`src/rtl/axis_loader_pkg.sv`:
```
// rtl/axis_loader_pkg.sv - shared types and helpers for the AXI-Stream RAM loader
package axis_loader_pkg;

    typedef enum logic [2:0] {
        ST_IDLE  = 3'd0,
        ST_LOAD  = 3'd1,
        ST_DRAIN = 3'd2
    } state_t;

    localparam int ACP_DATA_WIDTH = 64;
    localparam int MAX_MEMS       = 32;

    // Out-of-range selects decode to all-zero so a bad index can never write.
    function automatic logic [MAX_MEMS-1:0] onehot(input int unsigned sel, input int unsigned num_mems);
        logic [MAX_MEMS-1:0] v;
        v = '0;
        for (int unsigned i = 0; i < MAX_MEMS; i++) begin
            v[i] = (i == sel) && (sel < num_mems);
        end
        return v;
    endfunction

endpackage

```
`src/rtl/axis_ram_loader_if.sv`:
```
// rtl/axis_ram_loader_if.sv - config, stream and RAM-write bundle for the loader
interface axis_ram_loader_if
    import axis_loader_pkg::*;
#(
    parameter int DATA_WIDTH = ACP_DATA_WIDTH,
    parameter int ADDR_WIDTH = 12,
    parameter int NUM_MEMS   = 8,
    parameter int SEL_WIDTH  = 3
);
    logic                  cfg_valid;
    logic                  cfg_ready;
    logic [SEL_WIDTH-1:0]  cfg_sel;
    logic [ADDR_WIDTH:0]   cfg_length;

    logic [DATA_WIDTH-1:0] s_axis_tdata;
    logic                  s_axis_tvalid;
    logic                  s_axis_tready;
    logic                  s_axis_tlast;

    logic [NUM_MEMS-1:0]   ram_we;
    logic [ADDR_WIDTH-1:0] ram_adr;
    logic [DATA_WIDTH-1:0] ram_din;

    modport master (
        output cfg_valid, cfg_sel, cfg_length, s_axis_tdata, s_axis_tvalid, s_axis_tlast,
        input  cfg_ready, s_axis_tready, ram_we, ram_adr, ram_din
    );

    modport slave (
        input  cfg_valid, cfg_sel, cfg_length, s_axis_tdata, s_axis_tvalid, s_axis_tlast,
        output cfg_ready, s_axis_tready, ram_we, ram_adr, ram_din
    );
endinterface

```
`src/rtl/axis_ram_loader.sv`:
```
// rtl/axis_ram_loader.sv - AXI-Stream to multi-RAM loader with TLAST framing and status
module axis_ram_loader
    import axis_loader_pkg::*;
#(
    parameter int DATA_WIDTH   = ACP_DATA_WIDTH,
    parameter int ADDR_WIDTH   = 12,
    parameter int NUM_MEMS     = 8,
    parameter int SEL_WIDTH    = 3,
    parameter bit DROP_UNARMED = 1'b1
) (
    input  logic              CLK,
    input  logic              RST_N,
    axis_ram_loader_if.slave  bus,
    output logic              busy,
    output logic              done,
    output logic              err_overflow,
    output logic              err_underflow,
    output logic              err_badcfg,
    output logic [ADDR_WIDTH:0] beats_written
);

    localparam logic [ADDR_WIDTH:0] MAX_LEN = {1'b1, {ADDR_WIDTH{1'b0}}};

    state_t                state_q, state_d;
    logic [SEL_WIDTH-1:0]  sel_q;
    logic [ADDR_WIDTH:0]   length_q;
    logic [ADDR_WIDTH:0]   count_q;
    logic [NUM_MEMS-1:0]   ram_we_q;
    logic [ADDR_WIDTH-1:0] ram_adr_q;
    logic [DATA_WIDTH-1:0] ram_din_q;
    logic                  done_q, ovf_q, unf_q, bad_q;
    logic [ADDR_WIDTH:0]   beats_q;

    logic                  tready, beat, last_beat, cfg_is_bad;
    logic                  wr_en, fin, set_ovf, set_unf, cfg_take, cfg_bad;
    logic [MAX_MEMS-1:0]   we_mask;

    // During reset the state register may still hold LOAD, so ready follows the idle rule.
    assign tready     = (RST_N && (state_q == ST_LOAD || state_q == ST_DRAIN)) ? 1'b1 : DROP_UNARMED;
    assign beat       = bus.s_axis_tvalid && tready;
    assign last_beat  = (count_q == length_q - 1'b1);
    assign cfg_is_bad = (bus.cfg_length == '0) || (bus.cfg_length > MAX_LEN)
                     || (32'(bus.cfg_sel) >= NUM_MEMS);
    assign we_mask    = onehot(32'(sel_q), NUM_MEMS);

    always_ff @(posedge CLK) begin
        if (!RST_N) state_q <= ST_IDLE;
        else        state_q <= state_d;
    end

    always_comb begin
        state_d  = state_q;
        wr_en    = 1'b0;
        fin      = 1'b0;
        set_ovf  = 1'b0;
        set_unf  = 1'b0;
        cfg_take = 1'b0;
        cfg_bad  = 1'b0;
        case (state_q)
            ST_IDLE: begin
                if (bus.cfg_valid) begin
                    cfg_take = 1'b1;
                    if (cfg_is_bad) begin
                        cfg_bad = 1'b1;
                        fin     = 1'b1;
                    end else begin
                        state_d = ST_LOAD;
                    end
                end
            end
            ST_LOAD: begin
                if (beat) begin
                    wr_en = 1'b1;
                    if (last_beat) begin
                        if (bus.s_axis_tlast) begin
                            fin     = 1'b1;
                            state_d = ST_IDLE;
                        end else begin
                            set_ovf = 1'b1;
                            state_d = ST_DRAIN;
                        end
                    end else if (bus.s_axis_tlast) begin
                        set_unf = 1'b1;
                        fin     = 1'b1;
                        state_d = ST_IDLE;
                    end
                end
            end
            ST_DRAIN: begin
                if (beat && bus.s_axis_tlast) begin
                    fin     = 1'b1;
                    state_d = ST_IDLE;
                end
            end
            default: state_d = ST_IDLE;
        endcase
    end

    always_ff @(posedge CLK) begin
        if (!RST_N) begin
            sel_q     <= '0;
            length_q  <= '0;
            count_q   <= '0;
            ram_we_q  <= '0;
            ram_adr_q <= '0;
            ram_din_q <= '0;
            done_q    <= 1'b0;
            ovf_q     <= 1'b0;
            unf_q     <= 1'b0;
            bad_q     <= 1'b0;
            beats_q   <= '0;
        end else begin
            ram_we_q <= '0;
            done_q   <= fin;
            if (cfg_take) begin
                sel_q    <= bus.cfg_sel;
                length_q <= bus.cfg_length;
                count_q  <= '0;
                beats_q  <= '0;
                ovf_q    <= 1'b0;
                unf_q    <= 1'b0;
                bad_q    <= cfg_bad;
            end
            if (wr_en) begin
                ram_we_q  <= we_mask[NUM_MEMS-1:0];
                ram_adr_q <= count_q[ADDR_WIDTH-1:0];
                ram_din_q <= bus.s_axis_tdata;
                count_q   <= count_q + 1'b1;
                beats_q   <= count_q + 1'b1;
            end
            if (set_ovf) ovf_q <= 1'b1;
            if (set_unf) unf_q <= 1'b1;
        end
    end

    assign bus.cfg_ready     = RST_N && (state_q == ST_IDLE);
    assign bus.s_axis_tready = tready;
    assign bus.ram_we        = ram_we_q;
    assign bus.ram_adr       = ram_adr_q;
    assign bus.ram_din       = ram_din_q;

    assign busy          = RST_N && (state_q == ST_LOAD || state_q == ST_DRAIN);
    assign done          = done_q;
    assign err_overflow  = ovf_q;
    assign err_underflow = unf_q;
    assign err_badcfg    = bad_q;
    assign beats_written = beats_q;

endmodule
```
`src/flat_wrapper.sv`:
```
// flat-port wrapper written by rule: the top's interface ports become plain ports
module axis_ram_loader_flat import axis_loader_pkg::*;
#(
    parameter int DATA_WIDTH   = ACP_DATA_WIDTH,
    parameter int ADDR_WIDTH   = 12,
    parameter int NUM_MEMS     = 8,
    parameter int SEL_WIDTH    = 3,
    parameter bit DROP_UNARMED = 1'b1
)
  (CLK, RST_N, busy, done, err_overflow, err_underflow, err_badcfg, beats_written, bus_cfg_valid, bus_cfg_sel, bus_cfg_length, bus_s_axis_tdata, bus_s_axis_tvalid, bus_s_axis_tlast, bus_cfg_ready, bus_s_axis_tready, bus_ram_we, bus_ram_adr, bus_ram_din);
  axis_ram_loader_if #(.DATA_WIDTH(DATA_WIDTH), .ADDR_WIDTH(ADDR_WIDTH), .NUM_MEMS(NUM_MEMS), .SEL_WIDTH(SEL_WIDTH)) bus_i ();
  input  logic CLK;
  input  logic RST_N;
  output logic busy;
  output logic done;
  output logic err_overflow;
  output logic err_underflow;
  output logic err_badcfg;
  output logic [ADDR_WIDTH:0] beats_written;
  input wire logic [$bits(bus_i.cfg_valid)-1:0] bus_cfg_valid;
  input wire logic [$bits(bus_i.cfg_sel)-1:0] bus_cfg_sel;
  input wire logic [$bits(bus_i.cfg_length)-1:0] bus_cfg_length;
  input wire logic [$bits(bus_i.s_axis_tdata)-1:0] bus_s_axis_tdata;
  input wire logic [$bits(bus_i.s_axis_tvalid)-1:0] bus_s_axis_tvalid;
  input wire logic [$bits(bus_i.s_axis_tlast)-1:0] bus_s_axis_tlast;
  output wire logic [$bits(bus_i.cfg_ready)-1:0] bus_cfg_ready;
  output wire logic [$bits(bus_i.s_axis_tready)-1:0] bus_s_axis_tready;
  output wire logic [$bits(bus_i.ram_we)-1:0] bus_ram_we;
  output wire logic [$bits(bus_i.ram_adr)-1:0] bus_ram_adr;
  output wire logic [$bits(bus_i.ram_din)-1:0] bus_ram_din;
  assign bus_i.cfg_valid = bus_cfg_valid;
  assign bus_i.cfg_sel = bus_cfg_sel;
  assign bus_i.cfg_length = bus_cfg_length;
  assign bus_i.s_axis_tdata = bus_s_axis_tdata;
  assign bus_i.s_axis_tvalid = bus_s_axis_tvalid;
  assign bus_i.s_axis_tlast = bus_s_axis_tlast;
  assign bus_cfg_ready = bus_i.cfg_ready;
  assign bus_s_axis_tready = bus_i.s_axis_tready;
  assign bus_ram_we = bus_i.ram_we;
  assign bus_ram_adr = bus_i.ram_adr;
  assign bus_ram_din = bus_i.ram_din;
  axis_ram_loader #(.DATA_WIDTH(DATA_WIDTH), .ADDR_WIDTH(ADDR_WIDTH), .NUM_MEMS(NUM_MEMS), .SEL_WIDTH(SEL_WIDTH), .DROP_UNARMED(DROP_UNARMED)) u_core (.CLK(CLK), .RST_N(RST_N), .bus(bus_i), .busy(busy), .done(done), .err_overflow(err_overflow), .err_underflow(err_underflow), .err_badcfg(err_badcfg), .beats_written(beats_written));
endmodule
```
`config.mk`:
```
export PLATFORM = sky130hd
export DESIGN_NAME = axis_ram_loader_flat
export DESIGN_NICKNAME = d
export VERILOG_FILES = /design/src/rtl/axis_loader_pkg.sv /design/src/rtl/axis_ram_loader_if.sv /design/src/rtl/axis_ram_loader.sv /design/src/flat_wrapper.sv
export SDC_FILE = /design/constraint.sdc
export NUM_CORES = 1
export LEC_CHECK = 0
export ABC_AREA = 0
export CAP_MARGIN = 0
export CORE_UTILIZATION = 40
export DETAILED_ROUTE_END_ITERATION = 8
export GPL_TIMING_DRIVEN = 0
export PLACE_DENSITY_LB_ADDON = 0.2
export SLEW_MARGIN = 5
export SYNTH_ARGS = -nofsm -noshare
export SYNTH_HDL_FRONTEND = slang
export SYNTH_SLANG_ARGS = --single-unit
```
`constraint.sdc`:
```
create_clock -name CLK -period 3.05 [get_ports CLK]
set_clock_uncertainty 0.05 [all_clocks]
set_input_delay 0.915 -clock CLK [delete_from_list [all_inputs] [get_ports CLK]]
set_output_delay 0.915 -clock CLK [all_outputs]
set_load 0.05 [all_outputs]
```
---- Word level (Yosys, flattened, before mapping) ----
Index checks and enable logic that the tools add are counted.
operators by class
  multiplexer cells ....................... 31
  add/subtract/negate cells ............... 2
  order comparisons ....................... 1
  equal/unequal tests ..................... 15
  reductions and logical operators ........ 13
operators with widths
  kind                                                                      count
  13-bit 2-to-1 mux                                                         2
  1-bit 2-to-1 mux                                                          20
  3-bit 2-to-1 mux                                                          6
  13-bit by 1-bit adder with 13-bit output (second input constant)          1
  13-bit equality test                                                      1
  13-bit greater-than comparator (second input constant)                    1
  13-bit zero test                                                          1
  13-bit by 1-bit subtractor with 13-bit output (second input constant)     1
  3-bit equality test (first input constant)                                4
  3-bit one-hot mux with 3 select lines                                     1
  2-bit by 3-bit equality test with 1-bit output (first input constant)     2
  3-bit zero test                                                           2
  2-bit inequality test (second input constant)                             3
  2-bit nonzero test                                                        3
  5-bit AND reduction                                                       1
  1-bit by 3-bit equality test with 1-bit output (first input constant)     1
  3-bit by 1-bit equality test with 1-bit output (second input constant)    1
  3-bit by 2-bit equality test with 1-bit output (second input constant)    1
  1-bit logical AND                                                         3
  3-bit by 2-bit inequality test with 1-bit output (second input constant)  1
  1-bit one-hot mux with 3 select lines                                     1
  1-bit logical OR                                                          2
  2-bit 2-to-1 mux                                                          1
  2-bit by 1-bit inequality test with 1-bit output (second input constant)  1
  2-bit AND reduction                                                       1
storage, ports and cells
  output and inout port bits .............. 104
  logic and storage cells ................. 73
  flip-flop bits (word level) ............. 120
  input port bits ......................... 85

---- Longest topological paths before layout ----
  depth after elaboration ................. 6
  depth in mapped cells ................... 9
  depth with buffers taken out ............ 8

---- Least setup slack after synthesis ----
Ideal clock, no wire load.
  path type ............................... input-to-output
  from .................................... in RST_N
  to ...................................... out busy
  data required time ...................... 2.085 ns
  setup slack ............................. 0.515 ns
  stages on the path ...................... 2
  data arrival time ....................... 1.570 ns
  buffers on the path ..................... 1
  cell sequence ........................... clkbuf_1 and2_1
on the way
  word-level cells in the longest chain between the ends .. 1
RTL lines
  element            line                RTL
  start, declared    flat_wrapper.sv:13  input logic RST_N;
  1-bit logical AND  -
  end, declared      flat_wrapper.sv:14  output logic busy;
Every way passes these cells.

---- Worst setup path after layout ----
Same ends and word-level chain as after synthesis.

==> key figures <==
Pwr
  – LEAKAGE: 2.857 nW
  – Max IR drop VDD: 0.4520 mV
  – P_int: 0.003667 W
  – Power Dens Cells: 694.9 nW/µm²
  – Sequential share of power: 0.331
  – Switching portion of total power: 0.3368
  – Net load switching power: 0.001862 W
  – Clock share of power: 0.374
  – Part of the power in combinational logic: 0.295

Clock tree
  – Hold_buf cts: 0
  – Clock transition at path regs: 50 ps
  – Clock sink total: 119
  – CTS max path bufs: 2
  – Worst-Skew Late Latency: 410 ps
  – Postcts setup bufs: 0
  – CTS Buf Count: 17
  – Deepest level of the CTS H-tree: 4
  – Root Buffer: clkbuf_16
  – PostCTS Resize Cnt: 2
  – CTS tree: done

Layout
  – Ant. Diodes: 0
  – Final Util: 0.6254
  – Layout Nets: 925
  – Register area: 2382 µm²
  – Non-Filler Instances: 1,019
  – Share of post-route cells with drive strength above 1: 0.06494
  – FILL cells: 1,130
  – Area delta synth->final: 51.12%
  – Multi-input logic area: 2582 µm²

Synthesis
  – Library cells used by synthesis: 60
  – Ys flop type: dfxtp_1
  – Ys Warns: 0
  – Mapped cell area: 5265 µm²
  – Net Count, Synth: 720
  – Fraction of registers with async set/reset: 0
  – Syn_area_per_cell: 8.371 µm²
  – Number of synthesized flops with an enable pin: 0
  – Seq cells post-synth: 119
  – Register area share after synthesis: 0.4525
  – Cells after Synth: 629

Floorplan
  – Die X: 116.7 µm
  – Row count: 41
  – Starting density of the core: 0.4138
  – Die area: 13,630 µm²
  – Core area: 12,720 µm²
  – Die Ht: 116.7 µm
  – I/O pins: 189

Drt
  – Antenna viol nets, final: 0
  – TritonRoute pass-1 iters: 4
  – DR WL/cell: 14.89 µm
  – Starting DRT DRC Count: 261
  – Vias: 5,075
  – Total Wirelength: 15.17 mm
  – DR vias/cell: 4.980
  – Residual DRC: 0

Global routing
  – Total GRT Usage: 0.2324
  – Antenna violations before repair: 0
  – Gr ovfl total: 0
  – First-pass GRT wire length: 23.98 mm
  – Largest net degree at the start of global routing: 17
  – Vias in the first global route: 5,084

Critical path
  – CP top delay family: buffers and inverters
  – Crit path buffers/inverters: 2
  – Reg2Reg Depth: 8
  – Worst Path Class, Setup: primary input to output pin
  – Worst setup startpoint: RST_N
  – Critical Path AT: 2000 ps
  – Crit-path max cell delay: 530 ps
  – CP Capture Point: busy
  – CP Launch Type: primary input
  – Critical Path, Cell by Cell: clkbuf_1 > and2_1 > dlygate4sd2_1
  – Levels on crit path: 3
  – Required @ worst endpoint: 2080 ps
  – R2R Setup Slk: 340 ps
  – CP Capture Type: output pin
  – RR Endpoint: u_core.err_underflow
  – CP max stage cell: dlygate4sd2_1
  – Critical-path maximum fanout: 10
  – Reg-to-reg startpoint: u_core.length_q[0]

Place
  – I/O Buffers: 186
  – RePlAce Congestion: 0.8881
  – Placed cell count: 987
  – Post-DP HPWL: 11.51 mm

STA
  – Measured slew at the worst slew-check pin: 619.2 ps
  – Max-slew violation count: 0
  – Rel. slew slack: 0.5834
  – Max Freq: 337.4 MHz
  – Final setup viols: 0
  – Final Hold Vio Count: 0
  – Minimum clock period: 2964 ps
  – RSZ-0062 raised after global routing: no
  – Tcrit/Tclk final: 0.9718

Worst hold path
  – Hold depth: 2
  – Hold crit path type: flip-flop to flip-flop

Run
  – Max cap viols: 0

Outcome
  – Status: finished, final reports clean
-- worst min-delay path by stage --
stage                           startpoint  slack, ps                endpoint
floorplan              u_core.length_q[12]        400     u_core.length_q[12]
global placement    u_core.bus.ram_din[39]        390  u_core.bus.ram_din[39]
detailed placement  u_core.bus.ram_din[34]        390  u_core.bus.ram_din[34]
CTS                 u_core.bus.ram_din[44]        400  u_core.bus.ram_din[44]
global route        u_core.bus.ram_din[34]        420  u_core.bus.ram_din[34]
finish              u_core.bus.ram_din[44]        400  u_core.bus.ram_din[44]
-- sequential cells by signal, indices dropped and copies added, names as in the netlist --
| register | flops |
|---|---|
| u_core.bus.ram_adr | 12 |
| u_core.bus.ram_din | 64 |
| u_core.bus.ram_we | 8 |
| u_core.count_q | 13 |
| u_core.done | 1 |
| u_core.err_badcfg | 1 |
| u_core.err_overflow | 1 |
| u_core.err_underflow | 1 |
| u_core.length_q | 13 |
| u_core.sel_q | 3 |
| u_core.state_q | 2 |
-- per-stage QoR --
stage / hold slack, ps / power, W / worst slack (ps) / instance area, µm² / setup TNS (ps)
2_1_floorplan: 397.5 / 0.002924 / 515.5 / 5265 / 0
5_1_grt: 420.2 / 0.005783 / 21.31 / 7956 / 0
3_5_place_dp: 394.9 / 0.003495 / -214.5 / 7342 / -252.0
3_3_place_gp: 390.0 / 0.003457 / -184.5 / 7342 / -228.9
4_1_cts: 401.6 / 0.005563 / 61.62 / 7956 / 0
6_report: 397.7 / 0.005529 / 85.93 / 7956 / 0
-- kinds of logic after synthesis --
family	after synthesis	share of synthesized area
muxes	3	0.005704
DFF	119	0.4525
adders and majority gates	6	0.01426
AOI/OAI and AO/OA	142	0.2015
and+or+nand+nor	289	0.2483
other	1	0.0007122
xor gates and xnor gates	12	0.01996
buffers and inverters	57	0.05703
-- power groups by stage --
stage,sequential [W],clock [W],combinational (W)
final,0.00183,0.00207,0.00163
after global routing,0.00186,0.00218,0.00174
after CTS,0.00183,0.00209,0.00164
after floorplan,0.00228,0,0.000643
after global placement,0.00185,0,0.00160
after detailed placement,0.00186,0,0.00163
-- layout make-up --
class                      instances  area share
timing repair buffer             186      0.2337
buffer                            46     0.03255
tap                              172     0.02705
clock inverter                    11     0.01840
sequential                       119      0.2994
clock buffer                      21     0.05913
inverter                          11    0.005189
multi-input combinational        453      0.3246
-- cells in the mapped netlist, drive strengths merged, types with 5 or more instances --
cell / n / area [µm²]
o21ai: 12 / 63.81
nor2: 11 / 41.29
dfxtp: 119 / 2382
inv: 11 / 41.29
a21boi: 97 / 728.2
buf: 9 / 91.33
and2: 10 / 62.56
a21oi: 7 / 35.03
clkbuf: 36 / 135.1
nor4: 11 / 75.07
ha: 6 / 75.07
nor3: 10 / 50.05
xor2: 5 / 43.79
nand2: 206 / 773.2
nand3: 9 / 50.05
a31oi: 7 / 43.79
xnor2: 7 / 61.31
-- routing by layer --
layer | track usage | vias up | share of wire
li1 | - | 2528 | -
met1 | 0.2648 | 2354 | 0.41
met2 | 0.3905 | 168 | 0.48
met3 | 0.09600 | 25 | 0.095
met4 | 0.08354 | 0 | 0.015
met5 | 0 | - | 0
-- tightest hold or removal path: stages (launching register included) --
cell and delay (ps):
dfxtp_1 300, nand2_1 50, a21boi_1 50
-- cell usage in the layout, fill, tap and decap left out, types with 3 or more instances in the layout --
master	count
a21boi_0	7
a21boi_1	90
a21oi_1	7
a31oi_1	7
and2_1	10
buf_4	3
buf_6	3
bufinv_16	3
clkbuf_1	37
clkbuf_16	17
clkbuf_8	3
clkdlybuf4s50_1	184
clkinvlp_4	5
dfxtp_1	119
ha_1	6
inv_1	11
mux2i_1	3
nand2_1	206
nand2b_1	3
nand3_1	8
nand4_1	4
nor2_1	11
nor3_1	10
nor4_1	10
o211ai_1	4
o21ai_0	3
o21ai_1	8
or3_1	4
xnor2_1	7
xor2_1	5
No activity file was read; power rests on OpenSTA's default activity.
